`src/rtl/regfile_sequencer_if.sv`:
```
`default_nettype none
// ============================================================================
// Module      : regfile_sequencer_if
// Description : Instruction request and register-file control bundle between
//               an instruction source and the regfile_sequencer.
// Revision    : 1.0 - initial release
// ============================================================================
interface regfile_sequencer_if #(
    parameter int CNT_W = 8
);
    logic             EXEC;
    logic [9:0]       INSTR;
    logic             ENW;
    logic [2:0]       WRA;
    logic             ENR0;
    logic [2:0]       RDA0;
    logic [2:0]       RDA1;
    logic [1:0]       BUS_SEL;
    logic [1:0]       ALU_OP;
    logic             ALU_LATCH;
    logic             BUSY;
    logic             DONE;
    logic             ILLEGAL;
    logic [CNT_W-1:0] INSTR_CNT;

    // Instruction source side
    modport master (
        output EXEC, INSTR,
        input  ENW, WRA, ENR0, RDA0, RDA1, BUS_SEL, ALU_OP, ALU_LATCH,
               BUSY, DONE, ILLEGAL, INSTR_CNT
    );

    // Sequencer side
    modport slave (
        input  EXEC, INSTR,
        output ENW, WRA, ENR0, RDA0, RDA1, BUS_SEL, ALU_OP, ALU_LATCH,
               BUSY, DONE, ILLEGAL, INSTR_CNT
    );
endinterface
`default_nettype wire

```
`src/rtl/regfile_sequencer.sv`:
```
`default_nettype none
// ============================================================================
// Module      : regfile_sequencer
// Description : Moore FSM (IDLE/T1/T2/FIN) that decodes one 10-bit instruction
//               at a time into register-file and ALU control strobes.
// Revision    : 1.0 - initial release
// ============================================================================
module regfile_sequencer #(
    parameter int CNT_W = 8
) (
    input  wire logic          CLKb,
    input  wire logic          RST,
    regfile_sequencer_if.slave bus
);
    typedef enum logic [1:0] {
        S_IDLE = 2'd0,
        S_T1   = 2'd1,
        S_T2   = 2'd2,
        S_FIN  = 2'd3
    } state_t;

    localparam logic [3:0] c_OP_LOAD = 4'd0;
    localparam logic [3:0] c_OP_COPY = 4'd1;
    localparam logic [3:0] c_OP_ADD  = 4'd2;
    localparam logic [3:0] c_OP_SUB  = 4'd3;
    localparam logic [3:0] c_OP_XOR  = 4'd4;

    localparam logic [1:0] c_BUS_EXT = 2'b00;
    localparam logic [1:0] c_BUS_Q0  = 2'b01;
    localparam logic [1:0] c_BUS_ALU = 2'b10;

    localparam logic [CNT_W-1:0] c_CNT_ONE = 1;

    state_t           r_state;
    state_t           w_next_state;
    logic [9:0]       r_ir;
    logic             r_illegal;
    logic [CNT_W-1:0] r_cnt;

    logic [3:0] w_opcode;
    logic [2:0] w_rx;
    logic [2:0] w_ry;
    logic       w_is_alu;
    logic       w_legal;
    logic [1:0] w_alu_code;

    logic       w_enw;
    logic [2:0] w_wra;
    logic       w_enr0;
    logic [2:0] w_rda0;
    logic [2:0] w_rda1;
    logic [1:0] w_bus_sel;
    logic [1:0] w_alu_op;
    logic       w_alu_latch;
    logic       w_done;

    // Everything downstream decodes from the latched IR, never from INSTR
    assign w_opcode = r_ir[9:6];
    assign w_rx     = r_ir[5:3];
    assign w_ry     = r_ir[2:0];
    assign w_is_alu = (w_opcode == c_OP_ADD) || (w_opcode == c_OP_SUB) ||
                      (w_opcode == c_OP_XOR);
    assign w_legal  = (w_opcode == c_OP_LOAD) || (w_opcode == c_OP_COPY) ||
                      w_is_alu;

    // ALU function code for the three arithmetic opcodes, 00 otherwise
    always_comb begin
        w_alu_code = 2'b00;
        case (w_opcode)
            c_OP_SUB: w_alu_code = 2'b01;
            c_OP_XOR: w_alu_code = 2'b10;
            default:  w_alu_code = 2'b00;
        endcase
    end

    // State, IR, sticky illegal flag and completion counter
    always_ff @(posedge CLKb) begin
        if (RST) begin
            r_state   <= S_IDLE;
            r_ir      <= '0;
            r_illegal <= 1'b0;
            r_cnt     <= '0;
        end else begin
            r_state <= w_next_state;
            if (r_state == S_IDLE && bus.EXEC) begin
                r_ir      <= bus.INSTR;
                r_illegal <= 1'b0;
            end
            if (r_state == S_T1 && !w_legal) begin
                r_illegal <= 1'b1;
            end
            if (r_state == S_FIN && w_legal) begin
                r_cnt <= r_cnt + c_CNT_ONE;
            end
        end
    end

    // Next-state and Moore control decode; reset masks the write/latch strobes
    always_comb begin
        w_next_state = r_state;
        w_enw        = 1'b0;
        w_wra        = 3'd0;
        w_enr0       = 1'b0;
        w_rda0       = 3'd0;
        w_rda1       = 3'd0;
        w_bus_sel    = c_BUS_EXT;
        w_alu_op     = 2'b00;
        w_alu_latch  = 1'b0;
        w_done       = 1'b0;
        case (r_state)
            S_IDLE: begin
                if (bus.EXEC) begin
                    w_next_state = S_T1;
                end
            end
            S_T1: begin
                w_next_state = S_FIN;
                if (w_opcode == c_OP_LOAD) begin
                    w_enw     = 1'b1;
                    w_wra     = w_rx;
                    w_bus_sel = c_BUS_EXT;
                end else if (w_opcode == c_OP_COPY) begin
                    w_enr0    = 1'b1;
                    w_rda0    = w_ry;
                    w_bus_sel = c_BUS_Q0;
                    w_enw     = 1'b1;
                    w_wra     = w_rx;
                end else if (w_is_alu) begin
                    w_enr0       = 1'b1;
                    w_rda0       = w_rx;
                    w_rda1       = w_ry;
                    w_alu_latch  = 1'b1;
                    w_alu_op     = w_alu_code;
                    w_next_state = S_T2;
                end
            end
            S_T2: begin
                w_next_state = S_FIN;
                w_enw        = 1'b1;
                w_wra        = w_rx;
                w_bus_sel    = c_BUS_ALU;
                w_alu_op     = w_alu_code;
            end
            S_FIN: begin
                w_done       = 1'b1;
                w_next_state = S_IDLE;
            end
            default: begin
                w_next_state = S_IDLE;
            end
        endcase
        if (RST) begin
            w_enw       = 1'b0;
            w_alu_latch = 1'b0;
        end
    end

    assign bus.ENW       = w_enw;
    assign bus.WRA       = w_wra;
    assign bus.ENR0      = w_enr0;
    assign bus.RDA0      = w_rda0;
    assign bus.RDA1      = w_rda1;
    assign bus.BUS_SEL   = w_bus_sel;
    assign bus.ALU_OP    = w_alu_op;
    assign bus.ALU_LATCH = w_alu_latch;
    assign bus.BUSY      = (r_state != S_IDLE);
    assign bus.DONE      = w_done;
    assign bus.ILLEGAL   = r_illegal;
    assign bus.INSTR_CNT = r_cnt;

endmodule
`default_nettype wire

```
`src/flat_wrapper.sv`:
```
// flat-port wrapper written by rule: the top's interface ports become plain ports
module regfile_sequencer_flat 
#(
    parameter int CNT_W = 8
)
  (CLKb, RST, bus_EXEC, bus_INSTR, bus_ENW, bus_WRA, bus_ENR0, bus_RDA0, bus_RDA1, bus_BUS_SEL, bus_ALU_OP, bus_ALU_LATCH, bus_BUSY, bus_DONE, bus_ILLEGAL, bus_INSTR_CNT);
  regfile_sequencer_if #(.CNT_W(CNT_W)) bus_i ();
  input  wire logic CLKb;
  input  wire logic RST;
  input wire logic [$bits(bus_i.EXEC)-1:0] bus_EXEC;
  input wire logic [$bits(bus_i.INSTR)-1:0] bus_INSTR;
  output wire logic [$bits(bus_i.ENW)-1:0] bus_ENW;
  output wire logic [$bits(bus_i.WRA)-1:0] bus_WRA;
  output wire logic [$bits(bus_i.ENR0)-1:0] bus_ENR0;
  output wire logic [$bits(bus_i.RDA0)-1:0] bus_RDA0;
  output wire logic [$bits(bus_i.RDA1)-1:0] bus_RDA1;
  output wire logic [$bits(bus_i.BUS_SEL)-1:0] bus_BUS_SEL;
  output wire logic [$bits(bus_i.ALU_OP)-1:0] bus_ALU_OP;
  output wire logic [$bits(bus_i.ALU_LATCH)-1:0] bus_ALU_LATCH;
  output wire logic [$bits(bus_i.BUSY)-1:0] bus_BUSY;
  output wire logic [$bits(bus_i.DONE)-1:0] bus_DONE;
  output wire logic [$bits(bus_i.ILLEGAL)-1:0] bus_ILLEGAL;
  output wire logic [$bits(bus_i.INSTR_CNT)-1:0] bus_INSTR_CNT;
  assign bus_i.EXEC = bus_EXEC;
  assign bus_i.INSTR = bus_INSTR;
  assign bus_ENW = bus_i.ENW;
  assign bus_WRA = bus_i.WRA;
  assign bus_ENR0 = bus_i.ENR0;
  assign bus_RDA0 = bus_i.RDA0;
  assign bus_RDA1 = bus_i.RDA1;
  assign bus_BUS_SEL = bus_i.BUS_SEL;
  assign bus_ALU_OP = bus_i.ALU_OP;
  assign bus_ALU_LATCH = bus_i.ALU_LATCH;
  assign bus_BUSY = bus_i.BUSY;
  assign bus_DONE = bus_i.DONE;
  assign bus_ILLEGAL = bus_i.ILLEGAL;
  assign bus_INSTR_CNT = bus_i.INSTR_CNT;
  regfile_sequencer #(.CNT_W(CNT_W)) u_core (.CLKb(CLKb), .RST(RST), .bus(bus_i));
endmodule
```
`config.mk`:
```
export PLATFORM = sky130hd
export DESIGN_NAME = regfile_sequencer_flat
export DESIGN_NICKNAME = d
export VERILOG_FILES = /design/src/rtl/regfile_sequencer_if.sv /design/src/rtl/regfile_sequencer.sv /design/src/flat_wrapper.sv
export SDC_FILE = /design/constraint.sdc
export NUM_CORES = 1
export LEC_CHECK = 0
export ABC_CLOCK_PERIOD_IN_PS = 3030
export BUFFER_PORTS_ARGS = -buffer_cell sky130_fd_sc_hd__clkbuf_2
export CORE_MARGIN = 1
export CORE_UTILIZATION = 23
export CTS_CLUSTER_DIAMETER = 80
export DETAILED_ROUTE_END_ITERATION = 10
export PLACE_DENSITY = 0.45
export SLEW_MARGIN = 20
export SYNTH_ARGS = -nofsm -noshare
export SYNTH_HDL_FRONTEND = slang
export SYNTH_SLANG_ARGS = --single-unit
```
`constraint.sdc`:
```
create_clock -name CLKb -period 3.03 [get_ports CLKb]
set_input_delay 0.303 -clock CLKb [delete_from_list [all_inputs] [get_ports CLKb]]
set_output_delay 0.303 -clock CLKb [all_outputs]
set_load 0.01 [all_outputs]
```
==> run metrics <==
Hold Crit Class in -> reg; Die ar. 0.00549 mm2; minimum clock period 2.17 ns; Clk pin slew, worst setup/hold paths 0.09 ns; WL per Instance 12.0 um; port bufs 39; kind of start point of the critical path flop; final hold vios 0; H-tree lvl count 1; Layout area overhead 23.0%; Synth Instances 147; top_reg_cell synth dfxtp_1; CP Max Fanout 9; sequential share of power 0.398; RSZ-0062 raised after global routing no; post-CTS setup buffers 0; WL met3 186 um; Yosys cell types 35; slew margin rel. 0.646; clock network power share 0.207; # DRC 0; status finished, final reports clean; asr flop ratio synth 0; CTS Buf Count 3; slowest cell delay on critical path 0.51 ns; delay-heaviest family, CP compound AO/OA/AOI/OAI gates; PwrDens 641 mW/mm2; Via density 4.49; placed cells 245; Critical Path RT 2.73 ns; M1 WL 1490 um; GRT overflow 0; overall power 943 uW; Synth Cell Area 0.00120 mm2; TNS Setup 0 ns; critical path, cell by cell or3b_1, a21oi_2, o311a_1, clkbuf_2; register area share after synthesis 0.351; Yosys reg bits 21; cell taking the most area after synthesis dfxtp_1; via count 1117; Root Driver clkbuf_8; clock skew 0.00207 ns; top-area cell type share of the netlist area 0.351; switching share of power 0.409; Post-synth EDFFs 0; first-pass GRT wire length 5060 um; detailed router's first-iteration violation count 38; Syn Nets 166; Setup CP Type reg -> out; layout cells sized above 1 0.264; vias in the first global route 1065; P_int 557 uW; Slew @ Worst Pin 0.531 ns; fin cells 249; CTS resizes 0; Critical Path AT 1.86 ns; placed wire-length estimate 2140 um; Critical Path End Type output port; most frequent cell after synthesis nand2_1; Placed Area 0.00143 mm2; P_sw 386 uW; # rows 25; CTS Sinks 21; Skew-Pair Late Insertion Delay 0.27 ns; Comb power frac 0.395; Buf+Inv Stages, Crit Path 1; period utilization 0.715; max-capacitance violation count 0; antenna-violating nets left 0; initial antenna violation count 0; Top Metal Used met4; Clock Tree Buf Depth 2; TritonCTS clock tree yes; slowest cell on the critical path dfxtp_1; largest net degree at the start of global routing 26; initial core utilization 0.247; Peak Freq 0.462 GHz; list of most frequent post-synthesis cells nand2_1 (23), dfxtp_1 (21), a21oi_1 (17), inv_1 (9), nor2_1 (8); Final nets 202; post-route cell area 0.00147 mm2; max-slew violations 0; DRT Pass-1 Iters 4; I/O pin count 40; Final Wtd Congestion 0.733; met2 wire len 1300 um; core area 0.00485 mm2; top post-synthesis cells by area dfxtp_1 (35%), nand2_1 (7.2%), a21oi_1 (7.1%); Total GRT Usage 0.120; hold buffer count at cts 0; Die X-Extent 74.1 um; Total Wirelength 2990 um; mean area per synthesized cell 8.14 um2; leakage 0.622 nW; Ant. Diodes 0; die height 74.1 um; Peak VDD IR 0.388 mV; Ys Warns 0; Setup violations, final 0
[logic make-up after synthesis]
group | Yosys count | synth area share
buf+inv | 17 | 0.0701
flops | 21 | 0.351
compound gates | 34 | 0.178
fa+ha+maj | 6 | 0.0628
mux | 4 | 0.0356
simple gates | 65 | 0.302
[metal layers]
| layer | track usage | up-vias |
|---|---|---|
| li1 | - | 582 |
| met1 | 0.158 | 503 |
| met2 | 0.193 | 30 |
| met3 | 0.0393 | 2 |
| met4 | 0.0192 | 0 |
| met5 | 0 | - |
[cells in the final DEF, fill, tap and decap left out, drive strengths merged, types with 3 or more instances in the layout]
master | netlist | layout
and2 | 4 | 4
nor2b | 5 | 5
dfxtp | 21 | 21
nand2 | 23 | 23
ha | 6 | 6
o31ai | 4 | 4
nand3 | 6 | 6
nor3 | 3 | 3
nor4b | 3 | 3
or4 | 4 | 4
o21ai | 6 | 6
a21oi | 18 | 18
clkbuf | 4 | 42
nand2b | 3 | 3
inv | 9 | 9
nor2 | 8 | 8
[power by group through the flow]
stage | clock (mW) | sequential [mW] | combinational [mW]
2_1_floorplan | 0 | 0.357 | 0.295
3_3_place_gp | 0 | 0.383 | 0.378
3_5_place_dp | 0 | 0.383 | 0.374
4_1_cts | 0.207 | 0.376 | 0.377
5_1_grt | 0.211 | 0.386 | 0.425
6_report | 0.196 | 0.375 | 0.373
[metrics by stage]
stage | utilization | hold slack (ns) | worst slack (ns)
2_1_floorplan | - | 0.439 | 1.37
3_3_place_gp | 0.294 | 0.446 | 1.17
3_5_place_dp | 0.294 | 0.446 | 1.16
4_1_cts | 0.303 | 0.241 | 0.853
5_1_grt | 0.303 | 0.256 | 0.661
6_report | 0.303 | 0.246 | 0.863
[area by class of cell]
cell class              instances  area, um2
well taps                      67       83.8
fillers                       542       3380
flip-flops and latches         21        420
clock buffers                   3       41.3
repair buffers                 39        195
multi-input cells             109        692
inverters                       9       33.8
clock inverters                 1       5.00
[path summary, 6_finish.rpt]
check,start,slack [ns],cells past startpoint,endpoint
worst min-delay path,bus_INSTR[3],0.25,3,u_core.r_ir[3]$_SDFFE_PP0P_
worst max register to register,u_core.r_state[1]$_SDFFE_PP0P_,1.35,4,u_core.bus.INSTR_CNT[7]$_SDFFE_PP0P_
worst max-delay path,u_core.r_ir[8]$_SDFFE_PP0P_,0.86,4,bus_RDA1[2]
worst min register to register,u_core.bus.ILLEGAL$_SDFFE_PP0P_,0.46,2,u_core.bus.ILLEGAL$_SDFFE_PP0P_
[worst reg2reg max path: stages (launching register included)]
cell and delay (ns):
dfxtp_1 0.40, ha_1 0.27, nand4b_2 0.26, nor4b_4 0.31
mux2_1 0.34
[state kept, by name, summed over array words and instances, names as in the netlist]
signal                count
u_core.bus.ILLEGAL        1
u_core.bus.INSTR_CNT      8
u_core.r_state            2
u_core.r_ir              10
No activity file was read; power rests on OpenSTA's default activity.
